[config.mk]
export PLATFORM = sky130hd
export DESIGN_NAME = tx_msg_sequencer
export DESIGN_NICKNAME = d
export VERILOG_FILES = /design/src/rtl/tx_msg_sequencer.sv
export SDC_FILE = /design/constraint.sdc
export NUM_CORES = 1
export LEC_CHECK = 0
export ABC_CLOCK_PERIOD_IN_PS = 2300
export BUFFER_PORTS_ARGS = -buffer_cell sky130_fd_sc_hd__buf_2
export CAP_MARGIN = 20
export CORE_MARGIN = 1.5
export CORE_UTILIZATION = 55
export DETAILED_ROUTE_END_ITERATION = 12
export MAX_ROUTING_LAYER = met4
export PLACE_DENSITY = 0.84
export SLEW_MARGIN = 15
export SYNTH_ARGS = -nofsm -noshare
export SYNTH_HDL_FRONTEND = slang
export SYNTH_SLANG_ARGS = --single-unit
[constraint.sdc]
create_clock -name i_clk -period 2.3 [get_ports i_clk]
set_input_delay 0.46 -clock i_clk [delete_from_list [all_inputs] [get_ports i_clk]]
set_output_delay 0.46 -clock i_clk [all_outputs]
set_load 0.02 [all_outputs]
[src/rtl/tx_msg_sequencer.sv]
// Steps a byte source into a UART TX: MSG_LEN bytes per message, GAP_CYCLES idle clocks between messages.
// Optional TX_CRLF_EN macro appends 8'h0D 8'h0A to every message.
module tx_msg_sequencer #(
    parameter int MSG_LEN    = 14,
    parameter int GAP_CYCLES = 1000
) (
    input  logic       i_clk,
    input  logic       i_reset,
    input  logic       i_enable,
    input  logic [7:0] i_src_data,
    output logic       o_src_next,
    output logic [7:0] o_tx_data,
    output logic       o_tx_stb,
    input  logic       i_tx_busy,
    output logic       o_busy,
    output logic       o_msg_done,
    output logic [2:0] o_dbg_state
);
    // Handshake: a byte transfers on any rising edge where o_tx_stb=1 and i_tx_busy=0;
    // o_tx_stb and o_tx_data hold unchanged until that edge.
    localparam int BW = $clog2(MSG_LEN + 1);
    localparam int GW = (GAP_CYCLES > 0) ? $clog2(GAP_CYCLES + 1) : 1;
    localparam logic [BW-1:0] LAST_BYTE = BW'(MSG_LEN - 1);
    localparam logic [GW-1:0] LAST_GAP  = GW'((GAP_CYCLES > 0) ? GAP_CYCLES - 1 : 0);

    typedef enum logic [2:0] {
        S_IDLE    = 3'd0,
        S_LOAD    = 3'd1,
        S_SEND    = 3'd2,
        S_GAP     = 3'd3
`ifdef TX_CRLF_EN
        ,
        S_CR_LOAD = 3'd4,
        S_CR_SEND = 3'd5,
        S_LF_LOAD = 3'd6,
        S_LF_SEND = 3'd7
`endif
    } state_t;

    state_t          state_q;
    state_t          msg_end_d;
    logic [BW-1:0]   byte_cnt_q;
    logic [GW-1:0]   gap_cnt_q;
    logic [7:0]      tx_data_q;
    logic            tx_stb_q;
    logic            src_next_q;
    logic            msg_done_q;

    // Where to go once a message is fully accepted; a zero gap decides immediately.
    always_comb begin
        msg_end_d = S_GAP;
        if (GAP_CYCLES == 0) begin
            msg_end_d = i_enable ? S_LOAD : S_IDLE;
        end
    end

    always_ff @(posedge i_clk) begin
        if (i_reset) begin
            state_q    <= S_IDLE;
            byte_cnt_q <= '0;
            gap_cnt_q  <= '0;
            tx_data_q  <= 8'h00;
            tx_stb_q   <= 1'b0;
            src_next_q <= 1'b0;
            msg_done_q <= 1'b0;
        end else begin
            src_next_q <= 1'b0;
            msg_done_q <= 1'b0;
            case (state_q)
                S_IDLE: begin
                    if (i_enable) begin
                        state_q <= S_LOAD;
                    end
                end
                S_LOAD: begin
                    tx_data_q <= i_src_data;
                    tx_stb_q  <= 1'b1;
                    state_q   <= S_SEND;
                end
                S_SEND: begin
                    if (!i_tx_busy) begin
                        tx_stb_q   <= 1'b0;
                        src_next_q <= 1'b1;
                        if (byte_cnt_q == LAST_BYTE) begin
                            byte_cnt_q <= '0;
`ifdef TX_CRLF_EN
                            state_q    <= S_CR_LOAD;
`else
                            msg_done_q <= 1'b1;
                            state_q    <= msg_end_d;
`endif
                        end else begin
                            byte_cnt_q <= byte_cnt_q + BW'(1);
                            state_q    <= S_LOAD;
                        end
                    end
                end
                S_GAP: begin
                    if (gap_cnt_q == LAST_GAP) begin
                        gap_cnt_q <= '0;
                        state_q   <= i_enable ? S_LOAD : S_IDLE;
                    end else begin
                        gap_cnt_q <= gap_cnt_q + GW'(1);
                    end
                end
`ifdef TX_CRLF_EN
                // Trailer bytes use the same handshake but never step the source.
                S_CR_LOAD: begin
                    tx_data_q <= 8'h0D;
                    tx_stb_q  <= 1'b1;
                    state_q   <= S_CR_SEND;
                end
                S_CR_SEND: begin
                    if (!i_tx_busy) begin
                        tx_stb_q <= 1'b0;
                        state_q  <= S_LF_LOAD;
                    end
                end
                S_LF_LOAD: begin
                    tx_data_q <= 8'h0A;
                    tx_stb_q  <= 1'b1;
                    state_q   <= S_LF_SEND;
                end
                S_LF_SEND: begin
                    if (!i_tx_busy) begin
                        tx_stb_q   <= 1'b0;
                        msg_done_q <= 1'b1;
                        state_q    <= msg_end_d;
                    end
                end
`endif
                default: state_q <= S_IDLE;
            endcase
        end
    end

    assign o_tx_data   = tx_data_q;
    assign o_tx_stb    = tx_stb_q;
    assign o_src_next  = src_next_q;
    assign o_msg_done  = msg_done_q;
    assign o_busy      = (state_q != S_IDLE);
    assign o_dbg_state = state_q;

endmodule

**Yosys cells after proc, flatten, opt, wreduce, memory -nomap -nowiden**

Cells that the tools add are included.

- Input port bits: 12
- Output and inout bits: 15
- Flip-flop bits (word level): 28

- Add/sub/neg operators: 2
- Reduce and logical (&&, ||, !) cells: 8
- Muxes and demuxes: 12
- Eq/ne operators: 8
- Bitwise operators: 2

Operator list:

| kind | count |
|---|---|
| $pmux 3 s4 | 1 |
| $add 10x1->10 const B | 1 |
| $eq 10x10->1 const B | 1 |
| $mux 10 | 1 |
| $mux 3 | 3 |
| $eq 3x2->1 const B | 2 |
| $ne 2x2->1 const B | 3 |
| $add 4x1->4 const B | 1 |
| $eq 4x4->1 const B | 1 |
| $mux 1 | 4 |
| $mux 4 | 1 |
| $reduce_and 2->1 | 2 |
| $eq 3x1->1 const B | 1 |
| $logic_not 3->1 | 1 |
| $reduce_and 3->1 | 1 |
| $reduce_bool 3->1 | 1 |
| $reduce_or 3->1 | 1 |
| $mux 2 | 1 |
| $not 1->1 | 2 |
| $pmux 1 s2 | 1 |
| $reduce_bool 2->1 | 1 |
| $reduce_or 2->1 | 1 |

**Depth between registers and ports, before layout**

- Depth after elaboration: 4
- Depth in mapped cells: 5

**Worst setup path before layout**

No wires, ideal clock.

- Path type: register -> register
- From: register gap_cnt_q[0]
- To: register gap_cnt_q[0]
- Setup time: 0.133 ns
- Path buffers: 0
- Path slack: 0.838 ns
- Arrival: 1.328 ns
- Period minus slack after synthesis: 1.462 ns
- Cell stages (with the launch flop): 5
- Cells stage by stage: dfxtp_1 -> ha_1 -> nand4bb_1 -> o41ai_4 -> nor2_1

- Cells in the longest elaborated chain, start to end: 2
- Elaborated cells on any way between the ends: 3
- Classes of those cells: add/sub (1); eq/ne (1); mux (1)

RTL lines:

| what | line | RTL |
|---|---|---|
| from (decl) | 43 | `logic [GW-1:0] gap_cnt_q;` |
| from (signal assigned) | 103 | `gap_cnt_q <= gap_cnt_q + GW'(1);` |
| $add 10x1->10 / $eq 10x10->1 (equally long branches) | 103, 99 |  |
| $mux 10 * | 99 | `if (gap_cnt_q == LAST_GAP) begin` |

Mark *: on every way between the ends. The rest lies on a longest branch, timed or not.
A chain may end at the register's enable or synchronous reset.

**Final worst setup path**

- From: register state_q[0], in the netlist o_dbg_state[0]
- To: output o_busy

- Cells in the longest elaborated chain, start to end: 1

RTL lines:

| what | line | RTL |
|---|---|---|
| from (decl) | 40 | `state_t state_q;` |
| from (signal assigned) | 90 | `state_q <= msg_end_d;` |
| from (signal assigned) | 101 | `state_q <= i_enable ? S_LOAD : S_IDLE;` |
| $reduce_bool 3->1 | 141 | `assign o_busy = (state_q != S_IDLE);` |
| to (decl) | 15 | `output logic o_busy,` |

No other way between the ends.

==> impl_metrics.toml <==
[power]
switching_share = 0.262
p_comb_frac = 0.123
p_seq_frac = 0.629
power_density_mw_per_mm2 = 587
peakVddDrop_mv = 0.386
leakage_nw = 0.539
clkPwrFrac = 0.248
power.net_switching_w = 0.000209
internal_power_w = 0.000589

[logic_synthesis]
synthSimpleGateAreaFrac = 0.274
synth_enable_flop_cells = 0
muxShareOfSynthArea = 0
synth_fa_ha_area_frac = 0.0103
synth_common_cells = "27 x dfxtp_1, 23 x nand2_1, 18 x a21oi_1"
netlist_area_mm2 = 0.00121
syn_area_per_cell_um2 = 8.79
synth_compound_area_frac = 0.193
ys.flop_type = "dfxtp_1"
synth_top_family_by_area = "simple AND/OR/NAND/NOR gates"
yosysUniqueCellTypes = 39
yosysSeqAreaShare = 0.445
synth_most_common_cell = "dfxtp_1"
synth.largest_area_cell = "dfxtp_1"
syn_inst = 138
syn_nets = 151
yosysTopAreaCellShare = 0.445
synth_xor_area_frac = 0.0216
synth_top_cells_by_area = "dfxtp_1 45%, a21oi_1 7.4%, nand2_1 7.1%"
yosys_warnings = 0
ys_ff_latch = 27
async_flop_share = 0

[worst_setup_path]
critPathTopFamily = "flip-flops"
critPathLaunch = "o_dbg_state[0]"
cpMaxStageDelayCell = "dfxtp_1"
critPathMaxFanout = 14
startpoint_type = "register"
crit_buf_inv = 1
critPathKind = "reg -> out"
r2r_start = "o_dbg_state[0]"
cp_cell_sequence = "or2_2 > buf_2"
critPathArrivalTime_ns = 1.30
end_kind = "output pin"
max_stage_delay_ns = 0.64
required_ns = 1.84

[final_layout]
drive_gt1_frac = 0.213
fin_nets = 174
fin_area_mm2 = 0.00136
insertedDiodeCount = 0
synthToLayoutAreaGrowth_pct = 12.2
fin_util = 0.673
layout.cells.non_filler = 187

[floorplan]
core_mm2 = 0.00202
start_util = 0.600
die_w_um = 50.0
placementRows = 16
io_pins = 27
die-area_mm2 = 0.00250
die_height_um = 50.0

[hold_path]
worstHoldStart = "i_src_data[5]"
hp-class = "in -> reg"

[grt]
grt_pass1_vias = 978
antenna_found_initial = 0
grtUsageTotal = 0.225
grt_first_pass_wirelength_um = 4170
grt_max_degree = 18
grt-ovfl-total = 0

[clocking]
postCtsHoldBufs = 0
cts_num_sinks = 27
post_cts_resized = 0
postCtsSetupRepairBufs = 0
htreeDepth = 1
cts_made_buffers = 3
clockRootBuffer = "clkbuf_4"
clk_pin_slew_worst_paths_ns = 0.14
clock_latency_ns = 0.31
cts_tree = "done"
clk_path_buf_depth = 2

[placement]
placed_cells = 183
dpl.hpwl_um = 1830
portBuffers = 25
gp_congestion = 0.772
dpl_cell_area_mm2 = 0.00134

[timing]
worst_hold_slack_ns = 0.365
hold_viol = 0
post-route-period-util = 0.765
grt_setup_unrepaired = "false"
relSlewSlack = 0.604
finalCriticalPeriod_ns = 1.76
fin_setup_tns_ns = 0
finClkSkew_ns = 0.00210
fmaxAchievable_ghz = 0.569
tightest_slew_ns = 0.594
finalSetupViolCount = 0
slew_violations = 0

[detailed_routing]
dr_total_vias = 1029
drt_iter0_markers = 13
wl_per_cell_um = 13.1
firstDrtPassIters = 4
drcViolationCount = 0
routed_wl_um = 2460
antenna_left = 0
via_per_inst = 5.50

[status]
run_status = "finished, final reports clean"

[job]
cap_violations = 0
## state kept, by name, indices dropped and copies added, names as in the netlist
register / cells
o_msg_done: 1
o_src_next: 1
o_dbg_state: 2
o_tx_data: 8
o_tx_stb: 1
gap_cnt_q: 10
byte_cnt_q: 4
## cell type report
class	count	area (um^2)
Clock buffer	4	26.3
Fill cell	173	661
Inverter	7	26.3
Multi-Input combinational cell	97	609
Sequential cell	27	541
Tap cell	27	33.8
Timing Repair Buffer	25	125
## power by group through the flow
stage	Combinational (W)	Sequential, W	Clock, W
after global placement	0.0000970	0.000510	0
final	0.0000986	0.000502	0.000198
after global routing	0.000109	0.000505	0.000215
after detailed placement	0.0000985	0.000512	0
after CTS	0.0000987	0.000502	0.000206
after floorplan	0.0000610	0.000520	0
## worst min-delay path: cells and delay by family
family | cells | cell delay [ns]
AOI/OAI and AO/OA | 1 | 0.05
and+or+nand+nor | 1 | 0.04
buffers and inverters | 1 | 0.09
## cell usage in the layout (no fill, tap or decap), drive strengths merged, types with 2 or more instances in the layout
master	synthesis	layout
dfxtp	27	27
buf	4	25
nand2	23	23
a21oi	18	18
o21ai	9	9
inv	7	7
nor2	5	5
or3	4	4
clkbuf	3	4
or4	3	3
nand4	3	3
nand3	3	3
o41ai	3	3
nand4bb	2	2
nor2b	2	2
xnor2	2	2
o31ai	2	2
## path summary, 6_finish.rpt
| kind | end | slack (ns) | cells past startpoint |
|---|---|---|---|
| worst max-delay path | o_busy | 0.54 | 2 |
| worst min-delay path | o_tx_data[5] | 0.37 | 3 |
| worst max register to register | gap_cnt_q[8] | 0.54 | 3 |
| worst min register to register | o_tx_data[3] | 0.46 | 2 |
## routing by layer
layer  wire (um)  global-route usage
met5           0                   -
met4          21              0.0926
met1        1130               0.272
met3          75              0.0333
met2        1230               0.373
## logic make-up (layout without fill, tap and decap cells)
| family | after synthesis | count (layout) |
|---|---|---|
| buffers and inverters | 14 | 36 |
| other | 1 | 1 |
| adders and majority gates | 1 | 1 |
| xor gates and xnor gates | 3 | 3 |
| and+or+nand+nor | 55 | 55 |
| AOI/OAI and AO/OA | 37 | 37 |
| DFF | 27 | 27 |
## through the flow
stage               worst slack, ns  total power, W
finish                        0.542        0.000799
global route                  0.364        0.000829
CTS                           0.520        0.000807
detailed placement            0.576        0.000611
global placement              0.684        0.000607
floorplan                     0.838        0.000581
Note: power is estimated with default switching activity, not from simulation.
